$ cat src/rtl/led_pattern_sequencer.sv
// led_pattern_sequencer: debounced two-button LED pattern generator (chase, bounce, fill, blink)
module led_pattern_sequencer #(
    parameter int   N_LED      = 8,
    parameter int   W_CNT      = 23,
    parameter int   PERIOD     = 8388608,
    parameter int   W_DEB      = 18,
    parameter int   DEB_CYCLES = 240000,
    parameter logic LED_ON     = 1'b0,
    parameter logic TACT_ON    = 1'b0
) (
    input  logic             CLK_24MHz,
    input  logic             RST,
    input  logic             Tact1,
    input  logic             Tact2,
    output logic [N_LED-1:0] USER_LED,
    output logic [1:0]       mode,
    output logic             hold,
    output logic             tick
);
    localparam int PW = $clog2(N_LED + 1);
    localparam logic [PW-1:0] LAST = PW'(N_LED - 1);
    localparam logic [PW-1:0] FULL = PW'(N_LED);
    localparam logic [W_CNT-1:0] RELOAD = W_CNT'(PERIOD - 1);
    localparam logic [W_DEB-1:0] DEB_MAX = W_DEB'(DEB_CYCLES - 1);

    typedef enum logic {IDLE, RUN} phase_t;

    logic [1:0]       s1_q, s2_q, deb_q, deb_d, press;
    logic [W_DEB-1:0] cnt_q [2];
    logic [W_DEB-1:0] cnt_d [2];
    logic [W_CNT-1:0] pre_q, pre_d;
    logic [PW-1:0]    pos_q, pos_d;
    logic             up_q, up_d, hold_q, hold_d, tick_q, tick_d, step;
    logic [1:0]       mode_q, mode_d;
    phase_t           phase_q, phase_d;
    logic [N_LED-1:0] led_q, led_d, lit;

    always_ff @(posedge CLK_24MHz or posedge RST) begin
        if (RST) begin
            s1_q    <= {2{~TACT_ON}};
            s2_q    <= {2{~TACT_ON}};
            deb_q   <= {2{~TACT_ON}};
            cnt_q   <= '{default: '0};
            pre_q   <= RELOAD;
            pos_q   <= '0;
            up_q    <= 1'b1;
            hold_q  <= 1'b0;
            tick_q  <= 1'b0;
            mode_q  <= 2'd0;
            phase_q <= IDLE;
            led_q   <= {N_LED{~LED_ON}};
        end else begin
            s1_q    <= {Tact2, Tact1};
            s2_q    <= s1_q;
            deb_q   <= deb_d;
            cnt_q   <= cnt_d;
            pre_q   <= pre_d;
            pos_q   <= pos_d;
            up_q    <= up_d;
            hold_q  <= hold_d;
            tick_q  <= tick_d;
            mode_q  <= mode_d;
            phase_q <= phase_d;
            led_q   <= led_d;
        end
    end

    always_comb begin
        deb_d   = deb_q;
        press   = 2'b00;
        pos_d   = pos_q;
        up_d    = up_q;
        mode_d  = mode_q;
        phase_d = phase_q;
        led_d   = led_q;
        lit     = '0;
        for (int b = 0; b < 2; b++) begin
            cnt_d[b] = '0;
            if (s2_q[b] != deb_q[b]) begin
                if (cnt_q[b] == DEB_MAX) begin
                    deb_d[b] = s2_q[b];
                    press[b] = s2_q[b] == TACT_ON;
                end else begin
                    cnt_d[b] = cnt_q[b] + 1'b1;
                end
            end
        end
        step   = !hold_q && pre_q == '0;
        pre_d  = hold_q ? pre_q : (step ? RELOAD : pre_q - 1'b1);
        tick_d = step && !press[0];
        hold_d = hold_q ^ press[1];
        if (press[0]) begin
            mode_d  = mode_q + 2'd1;
            pos_d   = '0;
            up_d    = 1'b1;
            phase_d = IDLE;
            pre_d   = RELOAD;
            led_d   = {N_LED{~LED_ON}};
        end else if (step) begin
            if (phase_q == IDLE) begin
                phase_d = RUN;
                pos_d   = mode_q == 2'd2 ? PW'(1) : '0;
            end else begin
                case (mode_q)
                    2'd0: pos_d = pos_q == LAST ? '0 : pos_q + 1'b1;
                    2'd1: begin
                        // reversing at an end skips straight to its neighbour so ends show once
                        if (up_q) begin
                            pos_d = pos_q == LAST ? pos_q - 1'b1 : pos_q + 1'b1;
                            up_d  = pos_q != LAST;
                        end else begin
                            pos_d = pos_q == '0 ? PW'(1) : pos_q - 1'b1;
                            up_d  = pos_q == '0;
                        end
                    end
                    2'd2: pos_d = pos_q == FULL ? '0 : pos_q + 1'b1;
                    default: pos_d = pos_q == '0 ? PW'(1) : '0;
                endcase
            end
            for (int i = 0; i < N_LED; i++)
                lit[i] = mode_q == 2'd3 ? pos_d == '0 : mode_q == 2'd2 ? PW'(i) < pos_d : PW'(i) == pos_d;
            led_d = lit ~^ {N_LED{LED_ON}};
        end
    end

    assign USER_LED = led_q;
    assign mode     = mode_q;
    assign hold     = hold_q;
    assign tick     = tick_q;
endmodule

$ cat config.mk
export PLATFORM = sky130hd
export DESIGN_NAME = led_pattern_sequencer
export DESIGN_NICKNAME = d
export VERILOG_FILES = /design/src/rtl/led_pattern_sequencer.sv
export SDC_FILE = /design/constraint.sdc
export NUM_CORES = 1
export LEC_CHECK = 0
export BUFFER_PORTS_ARGS = -buffer_cell sky130_fd_sc_hd__buf_2
export CORE_MARGIN = 8
export CORE_UTILIZATION = 60
export DETAILED_ROUTE_END_ITERATION = 16
export PLACE_DENSITY = 0.8
export SKIP_CTS_REPAIR_TIMING = 1
export SYNTH_ARGS = -nofsm -noshare
export SYNTH_HDL_FRONTEND = slang
export SYNTH_SLANG_ARGS = --single-unit
$ cat constraint.sdc
create_clock -name CLK_24MHz -period 7.5 [get_ports CLK_24MHz]
set_input_delay 1.125 -clock CLK_24MHz [delete_from_list [all_inputs] [get_ports CLK_24MHz]]
set_output_delay 1.125 -clock CLK_24MHz [all_outputs]
set_load 0.01 [all_outputs]
### After elaboration in Yosys (flattened, before gate mapping)

Cells that the tools add are included.
Widths: inputs -> output; s select.

| word-level totals | value |
|---|---|
| bits of input ports | 4 |
| logic and storage cells | 113 |
| bits in registers | 83 |

| cells by class | value |
|---|---|
| $lt $le $gt $ge | 8 |
| multiplexer cells | 49 |
| equality and inequality tests | 18 |
| add/sub/neg operators | 6 |
| reductions and logical operators | 14 |
| bitwise gates (word level) | 4 |

Operators with widths:

| operator | number |
|---|---|
| $mux 18 | 4 |
| $mux 23 | 3 |
| $mux 4 | 10 |
| $add 18x1->18 const B | 2 |
| $eq 18x18->1 const B | 2 |
| $mux 1 | 29 |
| $logic_not 23->1 | 1 |
| $sub 23x1->23 const B | 1 |
| $eq 3x4->1 const A | 4 |
| $lt 3x4->1 const A | 4 |
| $mux 8 | 2 |
| $pmux 4 s3 | 1 |
| $eq 2x4->1 const A | 2 |
| $logic_not 4->1 | 2 |
| $lt 1x4->1 const A | 2 |
| $lt 2x4->1 const A | 2 |
| $not 8->8 | 1 |
| $reduce_bool 2->1 | 3 |
| $add 4x1->4 const B | 1 |
| $eq 1x4->1 const A | 1 |
| $eq 2x2->1 const B | 2 |
| $eq 4x3->1 const B | 1 |
| $eq 4x4->1 const B | 1 |
| $ne 4x3->1 const B | 1 |
| 12 further kinds | 17 |

### Longest topological paths before layout

| logic depth | value |
|---|---|
| word-level depth | 13 |
| gate-level depth with buffers | 10 |
| gate-level depth less buffers | 9 |

### Least setup slack after synthesis

Ideal clock, no wire load.

| timing | value |
|---|---|
| kind | register to register |
| start | reg mode_q[0], in the netlist mode[0] |
| end | reg led_q[7], in the netlist USER_LED[7] |
| buffers on the path | 1 |
| arrival time | 2.581 ns |
| slack | 4.840 ns |
| cell stages (with the launch flop) | 11 |
| library setup time | 0.080 ns |
| path through | dfrtp_1 -> inv_1 -> ha_1 -> buf_2 -> and4bb_2 -> a2111oi_0 -> a41oi_1 -> nand2b_1 -> or4_1 -> o21a_1 -> o22a_1 |

| between the ends | value |
|---|---|
| word-level cells in the longest chain between the ends | 11 |

RTL lines:

| item | RTL line | RTL |
|---|---|---|
| start, declared | 34 | `logic [1:0] mode_q, mode_d;` |
| start signal, assigned | 62 | `mode_q <= mode_d;` |
| $eq 2x2->1 (tied with other cells) | 102, 104, 121 |  |
| $pmux 4 s3 / $mux 1 (equally long branches) | 104, 102 |  |
| $mux 4 | 100 | `if (phase_q == IDLE) begin` |
| $mux 4 | 99 | `end else if (step) begin` |
| $mux 4 | 92 | `if (press[0]) begin` |
| $lt 3x4->1 / $eq 3x4->1 (equally long branches) | 121 | `lit[i] = mode_q == 2'd3 ? pos_d == '0 : mode_q == 2'd2 ? PW'(i) < pos_d : PW'(i) == pos_d;` |
| $mux 1 | 121 |  |
| $mux 1 * | 121 |  |
| $not 8->8 (no line) * | - |  |
| $mux 8 * | 99 |  |
| $mux 8 * | 92 |  |
| end signal, assigned | 51 | `led_q <= {N_LED{~LED_ON}};` |
| end signal, assigned | 64 | `led_q <= led_d;` |
| end, declared | 36 | `logic [N_LED-1:0] led_q, led_d, lit;` |

Mark *: on every way between the ends. The rest lies on a longest branch, timed or not. The select of a mux whose other input is x is not followed.
A chain may end at the register's enable or synchronous reset.

### Worst setup path in the final report

Ends and elaborated chain as after synthesis.

==> impl_metrics.env <==
export IMPL_r2r_cells=9
export IMPL_grt_pass1_wl_mm=15.2
export IMPL_finalPower_mw=0.761
export IMPL_rsz0062_at_grt="no"
export IMPL_initial_core_util_pct=61.9
export IMPL_yosysWarnings=0
export IMPL_die_h_microns=102
export IMPL_syn_inst=457
export IMPL_async_reset_ff_share_pct=100
export IMPL_seq_area_frac_synth_pct=47.6
export IMPL_slew_limit_headroom_pct=20.4
export IMPL_fin_crit_ps=3160
export IMPL_syn_to_final_growth_pct=6.56
export IMPL_ioPinCount=16
export IMPL_fp_dieArea_sq_mm=0.0105
export IMPL_setup_violations=0
export IMPL_finClkSkew_ps=15.2
export IMPL_grtUsageMet1_pct=24.3
export IMPL_clk_path_buf_depth=2
export IMPL_critPathRequiredTime_ps=7780
export IMPL_met3_usage_pct=3.41
export IMPL_die_w_microns=102
export IMPL_port_buffers=15
export IMPL_vias=3335
export IMPL_worst_r2r_setup_slack_ps=4340
export IMPL_wl_mm=8.63
export IMPL_grt_total_usage_pct=18.2
export IMPL_cp_slowest_cell="ha_1"
export IMPL_holdPathEnd="s2_q[1]"
export IMPL_worstPathCellList="inv_1 > ha_1 > and4bb_2 > a2111oi_0 > a41oi_1 > nand2b_1 > or4_1 > o21a_1 > o22a_1"
export IMPL_p_per_area_mw_per_mm2=160
export IMPL_layout_drive_gt1_share_pct=18.1
export IMPL_coreArea_sq_mm=0.00721
export IMPL_wire_per_inst_microns=15.2
export IMPL_path_class="flop to flop"
export IMPL_cp_end_kind="flop"
export IMPL_fin_setup_tns_ps=0
export IMPL_tritoncts="done"
export IMPL_overflow=0
export IMPL_synthTopCellsByArea="dfrtp_1, dfstp_2, xor2_1"
export IMPL_status="completed"
export IMPL_hold_violations=0
export IMPL_synth_edf_count=0
export IMPL_holdCritStartpoint="s1_q[1]"
export IMPL_cts_root_buf="clkbuf_8"
export IMPL_antenna_cells=0
export IMPL_critical_path_arrival_ps=3440
export IMPL_critPathMaxStageDelay_ps=530
export IMPL_regToRegStartpoint="mode[0]"
export IMPL_dp_hpwl_mm=6.03
export IMPL_r2r_end="USER_LED[7]"
export IMPL_final_antenna_net_count=0
export IMPL_rows=31
export IMPL_whs_ps=359
export IMPL_cts_inserted_buffers=9
export IMPL_clock_sinks=83
export IMPL_synthTopCellsByCount="nor2_1, nand2_1, dfrtp_1"
export IMPL_drv_cap=0
export IMPL_p_leak_nw=1.96
export IMPL_drtPass1Iterations=4
export IMPL_hp_class="flop to flop"
export IMPL_cp_start_kind="flop"
export IMPL_synth_area_sq_mm=0.00446
export IMPL_max_vdd_ir_drop_uv=136
export IMPL_h_tree_depth=3
export IMPL_drcViolationCount=0
export IMPL_grt_busiest_layer="met2"
export IMPL_grt_max_degree=84
export IMPL_syn_avg_cell_area_sq_um=9.77
export IMPL_synthFlopType="dfrtp_1"
export IMPL_gp_congestion=0.879
export IMPL_vias_per_cell=5.86
export IMPL_slew_viol_final=0
export IMPL_synth_most_common_cell="nor2_1"
export IMPL_yosysTopAreaCellShare_pct=25.2
export IMPL_drt_initial_drc_count=123
export IMPL_hold_path_depth=0
export IMPL_antenna_found_initial=0
export IMPL_synth_cell_types=62
export IMPL_synth_top_area_cell="dfrtp_1"
export IMPL_layout_nets=478
export IMPL_grt_pass1_vias=3319
export IMPL_timing_final_crit_share_pct=42.1
export IMPL_syn_num_nets=470
export IMPL_cp_max_fo=18
export IMPL_worstMarginPinSlew_ps=1190
export IMPL_ys_seq_elements=83
export IMPL_grt_use_met2_pct=28.8
export IMPL_clkTransAtPathRegs_ps=90
export IMPL_fmax_mhz=316
export IMPL_clock_latency_ps=350
[stage by stage]
step	cell area, sq um	setup slack, ps	cells	util [%]
after detailed placement	4590	4370	553	63.6
after global placement	4590	4480	553	63.6
after floorplan	4460	4300	457	-
after global routing	4760	4040	569	65.9
final	4760	4340	569	65.9
after CTS	4760	4350	569	65.9
[final cells by class]
class	instances	area, sq um
Timing Repair Buffer	16	82.6
Tap cell	99	124
Fill cell	579	2460
Multi-Input combinational cell	339	2200
Clock buffer	12	145
Sequential cell	83	2120
Clock inverter	4	23.8
Inverter	16	61.3
[worst max-delay path by stage]
| stage | from | to | slack (ps) |
|---|---|---|---|
| after floorplan | RST | cnt_q[0] | 4300 |
| after global placement | mode[0] | USER_LED[7] | 4480 |
| after detailed placement | cnt_q[30] | pre_q[20] | 4370 |
| after CTS | cnt_q[30] | pre_q[20] | 4350 |
| after global routing | cnt_q[32] | pre_q[20] | 4040 |
| final | mode[0] | USER_LED[7] | 4340 |
[worst max-delay path: cells and delay by family, from the launching register on]
family,cells,cell delay (ps)
DFF,1,430
and+or+nand+nor,3,1070
buffers and inverters,1,110
AOI/OAI and AO/OA,4,960
adders and majority gates,1,530
[layer usage]
metal / vias up / part of all wire [%]
met1: 1640 / 47
met2: 77 / 47
met5: - / 0
li1: 1607 / -
met3: 11 / 5.0
met4: 0 / 1.3
[placed cells by master, fill, tap and decap left out, drive strengths merged, types with 2 or more instances in the layout]
| master | instances |
|---|---|
| and2 | 3 |
| a2111oi | 3 |
| nor4 | 6 |
| a32o | 2 |
| and4 | 7 |
| clkbuf | 12 |
| nand2b | 4 |
| nand3 | 22 |
| nor2 | 61 |
| nor2b | 6 |
| a31oi | 2 |
| a211oi | 5 |
| a22oi | 3 |
| a211o | 4 |
| o21ai | 10 |
| nand4 | 9 |
| dfstp | 38 |
| nand2 | 51 |
| o21a | 3 |
| a2bb2oi | 2 |
| dfrtp | 45 |
| and4bb | 3 |
| and3 | 8 |
| clkinv | 2 |
| xnor2 | 23 |
| buf | 16 |
| o31ai | 3 |
| o211ai | 2 |
| a21oi | 10 |
| ha | 9 |
| xor2 | 32 |
| or4 | 5 |
| inv | 18 |
| mux2 | 6 |
| or3 | 8 |
| nand4bb | 2 |
| nor3 | 7 |
| o22a | 2 |
[cells by family (layout without fill, tap and decap cells)]
| group | after synthesis | after routing | share of synthesized area (%) |
|---|---|---|---|
| DFF | 83 | 83 | 47.6 |
| xor gates and xnor gates | 55 | 55 | 10.8 |
| buffers and inverters | 35 | 48 | 3.22 |
| adders and majority gates | 9 | 9 | 2.52 |
| muxes | 7 | 7 | 1.74 |
| and+or+nand+nor | 208 | 208 | 24.2 |
| AOI/OAI and AO/OA | 60 | 60 | 9.98 |
[power by group]
part / internal [mW] / total (mW) / switching (mW)
Clock: 0.130 / 0.287 / 0.157
Sequential: 0.453 / 0.456 / 0.00342
Combinational: 0.00429 / 0.0182 / 0.0140
[sequential cells by signal, summed over array words and instances (netlist names)]
register	count
pre_q	23
mode	2
up_q	1
hold	1
s1_q	2
cnt_q	36
phase_q	1
USER_LED	8
tick	1
pos_q	4
deb_q	2
s2_q	2
(Power assumes the default switching activity.)
